[src/rtl/fifo_arb_pkg.sv]
// Shared types and sizing helpers for the FIFO write-port arbiter.
// The state encoding and the owner/beat-counter widths live here.
package fifo_arb_pkg;

  typedef enum logic {
    IDLE  = 1'b0,
    BURST = 1'b1
  } arb_state_e;

  // Width of an index into n requesters; never narrower than one bit.
  function automatic int idx_w(input int n);
    return (n > 1) ? $clog2(n) : 1;
  endfunction

  // Width of the per-grant beat counter; never narrower than one bit.
  function automatic int cnt_w(input int max_burst);
    return (max_burst > 1) ? $clog2(max_burst) : 1;
  endfunction

endpackage

[src/rtl/rr_pick.sv]
// Round-robin pick: the first set req bit scanning last+1, last+2, ...
// with explicit wrap modulo NUM_REQ. Purely combinational.
module rr_pick
  import fifo_arb_pkg::*;
#(
  parameter int NUM_REQ = 4,
  parameter int IDX_W   = idx_w(NUM_REQ)
) (
  input  logic [NUM_REQ-1:0] req,
  input  logic [IDX_W-1:0]   last,
  output logic               valid,
  output logic [IDX_W-1:0]   idx
);

  logic [IDX_W-1:0]   cand [NUM_REQ];
  logic [NUM_REQ-1:0] hit;

  // cand[gi] is the requester at scan position gi, i.e. last+1+gi mod NUM_REQ.
  // last < NUM_REQ, so the sum stays below 2*NUM_REQ and one subtraction wraps it.
  for (genvar gi = 0; gi < NUM_REQ; gi++) begin : g_cand
    logic [IDX_W:0] sum;
    assign sum         = {1'b0, last} + (IDX_W+1)'(gi + 1);
    assign cand[gi]    = (sum >= (IDX_W+1)'(NUM_REQ))
                         ? IDX_W'(sum - (IDX_W+1)'(NUM_REQ))
                         : IDX_W'(sum);
    assign hit[gi]     = req[cand[gi]];
  end

  always_comb begin
    valid = 1'b0;
    idx   = '0;
    for (int k = NUM_REQ - 1; k >= 0; k--) begin
      if (hit[k]) begin
        valid = 1'b1;
        idx   = cand[k];
      end
    end
  end

endmodule

[src/rtl/fifo_wr_arbiter.sv]
// Round-robin, burst-locked arbiter sharing one SyncFIFO write port among
// NUM_REQ producers, with per-beat backpressure from the FIFO full flag.
module fifo_wr_arbiter
  import fifo_arb_pkg::*;
#(
  parameter int NUM_REQ   = 4,
  parameter int DATA_W    = 8,
  parameter int MAX_BURST = 16
) (
  input  logic                      clk,
  input  logic                      rst,
  input  logic [NUM_REQ-1:0]        req,
  input  logic [NUM_REQ*DATA_W-1:0] req_data,
  input  logic [NUM_REQ-1:0]        req_last,
  output logic [NUM_REQ-1:0]        gnt,
  output logic [NUM_REQ-1:0]        ack,
  input  logic                      fifo_full,
  output logic                      fifo_wr_en,
  output logic [DATA_W-1:0]         fifo_din,
  output logic                      busy
);

  localparam int OW = idx_w(NUM_REQ);
  localparam int CW = cnt_w(MAX_BURST);
  localparam logic [CW-1:0]      LAST_BEAT  = CW'(MAX_BURST - 1);
  localparam logic [OW-1:0]      LAST_REQ   = OW'(NUM_REQ - 1);
  localparam logic [NUM_REQ-1:0] ONE_HOT_0  = NUM_REQ'(1);

  arb_state_e         state_q, state_d;
  logic [OW-1:0]      owner_q, owner_d;
  logic [OW-1:0]      last_owner_q, last_owner_d;
  logic [CW-1:0]      beat_cnt_q, beat_cnt_d;
  logic [NUM_REQ-1:0] gnt_q, gnt_d;

  logic               pick_valid;
  logic [OW-1:0]      pick_idx;
  logic               accept;
  logic [DATA_W-1:0]  slice [NUM_REQ];

  for (genvar gi = 0; gi < NUM_REQ; gi++) begin : g_slice
    assign slice[gi] = req_data[gi*DATA_W +: DATA_W];
  end

  rr_pick #(
    .NUM_REQ (NUM_REQ),
    .IDX_W   (OW)
  ) u_rr_pick (
    .req   (req),
    .last  (last_owner_q),
    .valid (pick_valid),
    .idx   (pick_idx)
  );

  // A beat is taken only from the owner, only when the FIFO has room,
  // and never in a reset cycle.
  assign accept = (state_q == BURST) & req[owner_q] & ~fifo_full & ~rst;

  always_ff @(posedge clk) begin
    if (rst) begin
      state_q      <= IDLE;
      owner_q      <= '0;
      last_owner_q <= LAST_REQ;
      beat_cnt_q   <= '0;
      gnt_q        <= '0;
    end else begin
      state_q      <= state_d;
      owner_q      <= owner_d;
      last_owner_q <= last_owner_d;
      beat_cnt_q   <= beat_cnt_d;
      gnt_q        <= gnt_d;
    end
  end

  always_comb begin
    state_d      = state_q;
    owner_d      = owner_q;
    last_owner_d = last_owner_q;
    beat_cnt_d   = beat_cnt_q;
    gnt_d        = gnt_q;
    unique case (state_q)
      IDLE: begin
        gnt_d = '0;
        if (pick_valid) begin
          owner_d    = pick_idx;
          gnt_d      = ONE_HOT_0 << pick_idx;
          beat_cnt_d = '0;
          state_d    = BURST;
        end
      end
      BURST: begin
        // A stalled owner (req high, FIFO full) falls through with everything held.
        if (!req[owner_q] ||
            (accept && (req_last[owner_q] || beat_cnt_q == LAST_BEAT))) begin
          state_d      = IDLE;
          gnt_d        = '0;
          last_owner_d = owner_q;
          beat_cnt_d   = '0;
        end else if (accept) begin
          beat_cnt_d = beat_cnt_q + CW'(1);
        end
      end
      default: state_d = IDLE;
    endcase
  end

  always_comb begin
    fifo_wr_en = accept;
    ack        = accept ? gnt_q : '0;
    busy       = (state_q == BURST) & ~rst;
    fifo_din   = rst ? '0 : slice[owner_q];
  end

  assign gnt = gnt_q;

endmodule

[config.mk]
export PLATFORM = sky130hd
export DESIGN_NAME = fifo_wr_arbiter
export DESIGN_NICKNAME = d
export VERILOG_FILES = /design/src/rtl/fifo_arb_pkg.sv /design/src/rtl/rr_pick.sv /design/src/rtl/fifo_wr_arbiter.sv
export SDC_FILE = /design/constraint.sdc
export NUM_CORES = 1
export LEC_CHECK = 0
export ABC_AREA = 1
export ABC_CLOCK_PERIOD_IN_PS = 2200
export CAP_MARGIN = 20
export CELL_PAD_IN_SITES_DETAIL_PLACEMENT = 1
export CELL_PAD_IN_SITES_GLOBAL_PLACEMENT = 1
export CORE_ASPECT_RATIO = 1.25
export CORE_UTILIZATION = 43
export CTS_CLUSTER_SIZE = 28
export DETAILED_ROUTE_END_ITERATION = 10
export DONT_BUFFER_PORTS = 1
export PLACE_DENSITY = 0.83
export SLEW_MARGIN = 10
export SYNTH_ARGS = -nofsm -noshare
export SYNTH_HDL_FRONTEND = slang
export SYNTH_SLANG_ARGS = --single-unit
[constraint.sdc]
create_clock -name clk -period 2.2 [get_ports clk]
set_input_delay 0.33 -clock clk [delete_from_list [all_inputs] [get_ports clk]]
set_output_delay 0.33 -clock clk [all_outputs]
set_load 0.005 [all_outputs]
==> flow_summary.yaml, run 1 <==
status:
  status: "completed"
worst_setup_path:
  path_buf_inv: 1
  cp_data_arrival_time_ns: 1.71
  cpMaxStageDelayCell: "dfxtp_1"
  worst_path_most_repeated_cell: "nor2_1"
  crit_type: "reg -> out"
  start_kind: "register"
  critical_path.endpoint_type: "output port"
  cp_slowest_stage_delay_ns: 0.43
  crit_chain: "inv_2, nor2_1, o21ai_2, nand2_4, nor2_1"
  r2r_start: "owner_q[1]"
  critPathTopFamily: "flip-flops"
  path_depth: 5
  crit_required_ns: 1.87
  crit_start: "owner_q[0]"
  reg2reg_depth: 10
  cp_max_fo: 22
floorplan:
  dieArea_um2: 3120
  die_w_um: 50.2
  ios: 61
  fp.dieH_um: 62.2
  num_rows: 21
  initial_utilization_pct: 46.0
  core_um2: 2710
placement:
  place.gp.congestion: 0.829
  dp_hpwl_um: 2870
  place_ws_ns: 0.406
  numPortBuffers: 0
timing:
  skew_ns: 0.00281
  max_freq_ghz: 0.490
  timing.final.crit_share_pct: 92.8
  setup_viol: 0
  setup_slack_ns: 0.157
  relSlewSlack_pct: 71.1
  hold_viol: 0
  rsz0062_at_grt: "false"
  maxSlewViolCount: 0
  worst_pin_slew_ns: 0.433
  holdWs_ns: 0.106
  finalSetupTns_ns: 0
  fin_crit_ns: 2.04
clocking:
  clkSinkCount: 13
  tritoncts: "yes"
  cts_root_buf: "clkbuf_4"
  clk_latency_ns: 0.28
  cts_hold_buf: 0
  htreeDepth: 1
  post-cts-setup-buffers: 0
  cts_buffers: 3
  clockBufferDepth: 2
  postCtsResizedCells: 0
  clk_pin_slew_ns: 0.09
yosys:
  synth_area_per_cell_um2: 5.54
  netlist_instances: 225
  ys.warnings.count: 0
  synth_area_um2: 1250
  ys_seq_area_share_pct: 20.9
  synth_nets: 269
  ys_ff_latch: 13
  synth.distinct_cells: 26
cells_and_area:
  area.growth.synth_to_final_pct: 1.61
  num-nets-final: 266
  diodes: 0
  drive_gt1_share_pct: 11.8
  fill_cells: 407
job:
  drv_cap: 0
routing:
  avgViaCountPerCell: 5.47
  vias: 1396
  firstDrtPassIters: 4
  drt_iter0_drc: 21
  drt_wl_total_um: 3560
  post_drt_wl_per_cell_um: 14.0
  drc_errors: 0
  ant_nets: 0
grt:
  grt-ovfl-total: 0
  grt_pass1_vias: 1394
  antenna_found_initial: 0
  grt_use_total_pct: 24.6
  grt_max_degree: 23
  grt_first_pass_wirelength_um: 5990
power:
  p_leak_nw: 0.614
  ir_drop_v: 0.000481
  p_per_area_nw_per_um2: 1030
min_path:
  min_from: "rst"
  holdPathStages: 1
  hp-class: "in -> reg"
[cell type report]
class	count	area (µm²)	area share (%)
multi-input combinational	176	828	65.4
clock buffer	4	26.3	2.08
timing repair buffer	1	7.51	0.593
sequential	13	260	20.6
inverter	27	101	8.00
tap	34	42.5	3.36
[cells by family after synthesis]
kind of cell | count (synthesis) | synth area share [%]
AND/OR/NAND/NOR | 136 | 48.8
AO/OA/AOI/OAI | 39 | 16.7
buffers and inverters | 36 | 12.7
flip-flops | 13 | 20.9
adder cells (fa/ha/maj) | 1 | 1.00
[worst register-to-register path, cell delays in order (launching register included)]
cell,delay (ns)
dfxtp_1,0.59
inv_1,0.29
nand2_1,0.16
o21ai_2,0.12
nand2_4,0.12
nand3_2,0.13
nand2_2,0.12
inv_2,0.05
nand2_1,0.06
nand2_1,0.06
nor2_2,0.07
[metal layers]
| layer | track usage, % | up-vias | share of wire, % |
|---|---|---|---|
| li1 | - | 703 | - |
| met1 | 27.3 | 646 | 42 |
| met2 | 45.2 | 39 | 53 |
| met3 | 3.68 | 8 | 3.4 |
| met4 | 8.93 | 0 | 1.6 |
| met5 | 0 | - | 0 |
[cells in the mapped netlist]
master	count	area share [%]
o21ai_2	1	0.70
buf_6	2	1.8
nand2_4	1	0.90
nor2_1	41	12
a21oi_2	1	0.70
nand3_1	12	4.8
nand4_1	5	2.5
nor3_4	1	1.3
nand3_2	1	0.80
nand2_1	61	18
ha_1	1	1.0
and3_1	1	0.50
nor2_2	3	1.5
o21ai_0	18	7.2
inv_1	22	6.6
buf_4	1	0.60
o211ai_1	2	1.2
buf_2	3	1.2
clkbuf_1	3	0.90
nand2_2	7	3.5
o21ai_1	2	0.80
a21oi_1	15	6.0
nor3_1	1	0.40
inv_2	5	1.5
dfxtp_1	13	21
nor2_4	2	1.8
[layout by cell type (no fill, tap or decap), types with 2 or more instances in the layout]
cell,count
nand4_1,5
nand2_2,7
a21oi_1,15
o21ai_0,18
nor2_1,41
nor2_4,2
nand2_1,61
dfxtp_1,13
inv_2,5
clkbuf_4,3
nor2_2,3
o21ai_1,2
o211ai_1,2
inv_1,22
nand3_1,12
[per-stage QoR]
step / instances / utilization, % / area (µm²) / power, mW
2_1_floorplan: 225 / - / 1250 / 1.03
3_3_place_gp: 251 / 45.8 / 1240 / 1.10
3_5_place_dp: 251 / 45.8 / 1240 / 1.16
4_1_cts: 255 / 46.8 / 1270 / 1.32
5_1_grt: 255 / 46.8 / 1270 / 1.46
6_report: 255 / 46.8 / 1270 / 1.31
[path summary, 6_finish.rpt]
path	end	slack [ns]
worst max register to register	beat_cnt_q[1]	0.37
worst min-delay path	beat_cnt_q[1]	0.11
worst min register to register	gnt[3]	0.49
worst max-delay path	ack[1]	0.16
[registers in the layout (all words and copies together), names as in the netlist]
| register | count |
|---|---|
| beat_cnt_q | 4 |
| gnt | 4 |
| last_owner_q | 2 |
| owner_q | 2 |
| state_q | 1 |
[report_power, final]
| part | leakage, nW | internal (mW) | switching (mW) |
|---|---|---|---|
| Clock | 0.0150 | 0.0704 | 0.0850 |
| Sequential | 0.107 | 0.295 | 0.100 |
| Combinational | 0.492 | 0.250 | 0.509 |
| Total | 0.614 | 0.615 | 0.694 |
No activity file was read; power rests on OpenSTA's default activity.
==> run 2, diff against run 1 <==
ABC_CLOCK_PERIOD_IN_PS = 2600   (was 2200)
CORE_ASPECT_RATIO = default   (was 1.25)
HOLD_SLACK_MARGIN = 0.1   (was default)
clock period = 2.6 ns   (was 2.2 ns; I/O delays follow)
==> flow_summary.yaml, run 2 (synthesized netlist as in run 1, its figures left out) <==
cells_and_area:
  diodes: 0
  postLayoutCoreUtil_pct: 45.8
  area.growth.synth_to_final_pct: 1.31
  final_cell_mix: "nand2_1 (61), nor2_1 (41), inv_1 (22)"
  layout_commonest_cell: "nand2_1"
  drive_gt1_share_pct: 11.8
  num-nets-final: 266
  instances_no_fill: 252
  stdcell_area_um2: 1260
grt:
  grt_first_pass_wirelength_um: 6000
  antenna_found_initial: 0
  grt_use_total_pct: 23.8
  grt_pass1_vias: 1393
  grt_max_degree: 23
  grt-ovfl-total: 0
clocking:
  clkSinkCount: 13
  clk_latency_ns: 0.28
  cts_hold_buf: 0
  htreeDepth: 1
  clockBufferDepth: 2
  cts_buffers: 3
  post-cts-setup-buffers: 0
  tritoncts: "yes"
  cts_root_buf: "clkbuf_4"
  postCtsResizedCells: 0
  clk_pin_slew_ns: 0.08
worst_setup_path:
  cpMaxStageDelayCell: "dfxtp_1"
  cp_max_fo: 22
  path_buf_inv: 2
  cp_data_arrival_time_ns: 1.75
  crit_required_ns: 2.21
  critical_path.endpoint_type: "output port"
  crit_type: "reg -> out"
  cp_slowest_stage_delay_ns: 0.35
  worst_path_most_repeated_cell: "nor2_1"
  critPathTopFamily: "buffers and inverters"
  crit_chain: "buf_4, inv_2, nor2_1, o21ai_2, nand2_4, nor2_1"
  start_kind: "register"
routing:
  drc_errors: 0
  drt_wl_total_um: 3470
  ant_nets: 0
  post_drt_wl_per_cell_um: 13.8
  drt_iter0_drc: 18
  vias: 1379
  avgViaCountPerCell: 5.47
  firstDrtPassIters: 4
power:
  ir_drop_v: 0.000422
  p_leak_nw: 0.614
  p_per_area_nw_per_um2: 872
floorplan:
  fp.dieH_um: 55.8
  ios: 61
  dieArea_um2: 3120
  initial_utilization_pct: 45.2
  core_um2: 2760
  die_w_um: 55.8
  num_rows: 19
timing:
  skew_ns: 0.000805
  holdWs_ns: 0.165
  timing.final.crit_share_pct: 82.2
  rsz0062_at_grt: "false"
  fin_crit_ns: 2.14
  setup_viol: 0
  maxSlewViolCount: 0
  relSlewSlack_pct: 73.1
  max_freq_ghz: 0.468
  finalSetupTns_ns: 0
  hold_viol: 0
  worst_pin_slew_ns: 0.403
job:
  drv_cap: 0
placement:
  place.gp.congestion: 0.756
  postPlaceCellArea_um2: 1240
  numPortBuffers: 0
  dp.cells: 248
  dp_hpwl_um: 2830
min_path:
  hp-class: "in -> reg"
status:
  status: "completed"
-- run 2: final timing paths --
kind / start / slack, ns / to / depth (start not counted)
worst max-delay path: owner_q[0] / 0.46 / ack[2] / 6
worst min register to register: gnt[2] / 0.49 / gnt[2] / 2
worst min-delay path: rst / 0.16 / gnt[1] / 1
worst max register to register: owner_q[0] / 0.74 / beat_cnt_q[1] / 11
-- run 2: worst register-to-register path, cell delays in order (launching register included) --
cell     delay [ns]
dfxtp_1        0.35
buf_4          0.21
inv_2          0.27
nor2_1         0.10
o21ai_2        0.28
nand2_4        0.12
nand3_2        0.13
nand2_2        0.09
inv_2          0.08
nand2_1        0.05
nand2_1        0.06
nor2_2         0.04
-- run 2: power breakdown --
group | internal [mW] | switching (mW) | total (mW) | leakage [nW]
Sequential | 0.249 | 0.0691 | 0.318 | 0.107
Clock | 0.0596 | 0.0719 | 0.132 | 0.0150
Combinational | 0.212 | 0.439 | 0.651 | 0.492
Total | 0.521 | 0.580 | 1.10 | 0.614
-- run 2: layout make-up --
type | count | area [µm²]
Multi-Input combinational cell | 176 | 828
Inverter | 27 | 101
Timing Repair Buffer | 1 | 7.51
Tap cell | 31 | 38.8
Clock buffer | 4 | 26.3
Sequential cell | 13 | 260
Fill cell | 410 | 1500
-- run 2: metrics by stage --
stage,setup WS [ns],power [mW]
floorplan,1.14,0.874
CTS,0.446,1.11
finish,0.464,1.10
global placement,0.872,0.933
global route,0.350,1.23
detailed placement,0.742,0.980
-- run 2: metal layers --
| layer | track usage (%) | routed length [µm] | up-vias | part of all wire (%) |
|---|---|---|---|---|
| met5 | 0 | 0 | - | 0 |
| met4 | 8.71 | 53 | 0 | 1.5 |
| met3 | 3.72 | 137 | 6 | 3.9 |
| met2 | 44.6 | 1830 | 43 | 53 |
| met1 | 27.0 | 1460 | 627 | 42 |
| li1 | - | - | 703 | - |
==> run 3, diff against run 2 <==
ABC_CLOCK_PERIOD_IN_PS = 1720   (was 2600)
CORE_UTILIZATION = 36   (was 43)
PLACE_DENSITY = 0.74   (was 0.83)
clock period = 1.72 ns   (was 2.6 ns; I/O delays follow)
==> flow_summary.yaml, run 3 (synthesized netlist as in run 1, its figures left out) <==
status:
  status: "completed"
worst_setup_path:
  cp_max_fo: 7
  start_kind: "register"
  crit_required_ns: 1.46
  crit_type: "reg -> out"
  cp_data_arrival_time_ns: 1.37
  critical_path.endpoint_type: "output port"
power:
  p_leak_nw: 0.670
  ir_drop_v: 0.000474
  p_per_area_nw_per_um2: 1310
timing:
  setup_viol: 0
  holdWs_ns: 0.130
  relSlewSlack_pct: 81.6
  worst_pin_slew_ns: 0.276
  maxSlewViolCount: 0
  fin_crit_ns: 1.63
  finalSetupTns_ns: 0
  max_freq_ghz: 0.614
  timing.final.crit_share_pct: 94.7
  rsz0062_at_grt: "false"
  skew_ns: 0.00341
  hold_viol: 0
grt:
  grt_pass1_vias: 1286
  grt_first_pass_wirelength_um: 5600
  grt_max_degree: 19
  antenna_found_initial: 0
  grt_use_total_pct: 20.3
  grt-ovfl-total: 0
cells_and_area:
  area.growth.synth_to_final_pct: 11.2
  drive_gt1_share_pct: 17.2
  regArea_um2: 265
  num-nets-final: 278
  diodes: 0
  multi_input_area_um2: 828
  fill_cells: 472
  final_cell_mix: "nand2_1 (61), nor2_1 (41), inv_1 (21)"
  layout_commonest_cell: "nand2_1"
  instances_no_fill: 277
routing:
  avgViaCountPerCell: 5.12
  drt_wl_total_um: 3460
  post_drt_wl_per_cell_um: 12.5
  drt_iter0_drc: 40
  vias: 1418
  firstDrtPassIters: 4
  ant_nets: 0
  drc_errors: 0
floorplan:
  dieArea_um2: 3700
  core_um2: 3180
  initial_utilization_pct: 39.2
  fp.dieH_um: 60.8
  ios: 61
  die_w_um: 60.8
  num_rows: 20
clocking:
  clkSinkCount: 13
  clk_pin_slew_ns: 0.08
  cts_root_buf: "clkbuf_4"
  clk_latency_ns: 0.30
  htreeDepth: 1
  clockBufferDepth: 2
  tritoncts: "yes"
  cts_buffers: 3
min_path:
  hp-class: "in -> reg"
placement:
  numPortBuffers: 0
  dp.cells: 265
  place.gp.congestion: 0.771
  dp_hpwl_um: 2640
job:
  drv_cap: 0
[run 3: cell types whose count changed in the layout (fill, tap and decap cells not counted)]
cell           previous run  this run
inv_4                     0         1
dfxtp_4                   0         1
inv_2                     5         4
dlygate4sd3_1             0         1
inv_1                    22        21
buf_4                     1        11
clkinvlp_4                0         1
dfxtp_1                  13        11
buf_6                     0         1
dfxtp_2                   0         1
[run 3: report_power, final]
| group | switching (mW) | internal, mW | total, mW |
|---|---|---|---|
| clock network | 0.116 | 0.0907 | 0.207 |
| logic | 0.699 | 0.440 | 1.14 |
| registers | 0.0899 | 0.383 | 0.473 |
[run 3: area by class of cell]
class | instances | area share (%)
multi-input combinational | 176 | 59.7
sequential | 13 | 19.1
inverter | 27 | 7.76
timing repair buffer | 13 | 7.49
tap | 44 | 3.97
clock buffer | 4 | 1.90
[run 3: worst paths after layout]
path / from / to / slack, ns / cells after the start
worst max-delay path: owner_q[1] / fifo_din[2] / 0.09 / 5
worst min-delay path: rst / owner_q[0] / 0.13 / 3
worst max register to register: owner_q[1] / beat_cnt_q[2] / 0.17 / 9
worst min register to register: gnt[3] / gnt[3] / 0.50 / 2
[run 3: metal layers]
| layer | vias up | part of all wire, % | track usage [%] |
|---|---|---|---|
| li1 | 725 | - | - |
| met1 | 650 | 46 | 25.1 |
| met2 | 38 | 48 | 35.9 |
| met3 | 5 | 4.0 | 3.20 |
| met4 | 0 | 1.6 | 6.82 |
| met5 | - | 0 | 0 |
[run 3: repair_timing]
| item | 4_1_cts | 5_1_grt |
|---|---|---|
| hold buffers | 1 | 0 |
| setup endpoints to repair | 8 | 12 |
| gates resized for setup | 2 | 4 |
| hold endpoints to repair | 5 | 0 |
| pin swaps | 0 | 2 |
| buffers inserted | 0 | 7 |
[run 3: critical path: stages, from the launching register on]
cell and delay (ns):
dfxtp_4 0.38, clkinvlp_4 0.14, buf_4 0.18, nor2_1 0.09, o21ai_0 0.08, a21oi_1 0.21
[run 3: per-stage QoR]
stage	setup slack [ns]	util [%]	instance area (µm²)	power [mW]
global placement	0.208	40.4	1280	1.49
detailed placement	0.150	40.4	1280	1.51
floorplan	0.414	-	1250	1.32
finish	0.0910	43.6	1390	1.82
global route	0.00274	43.6	1390	2.01
CTS	0.0196	41.6	1320	1.72
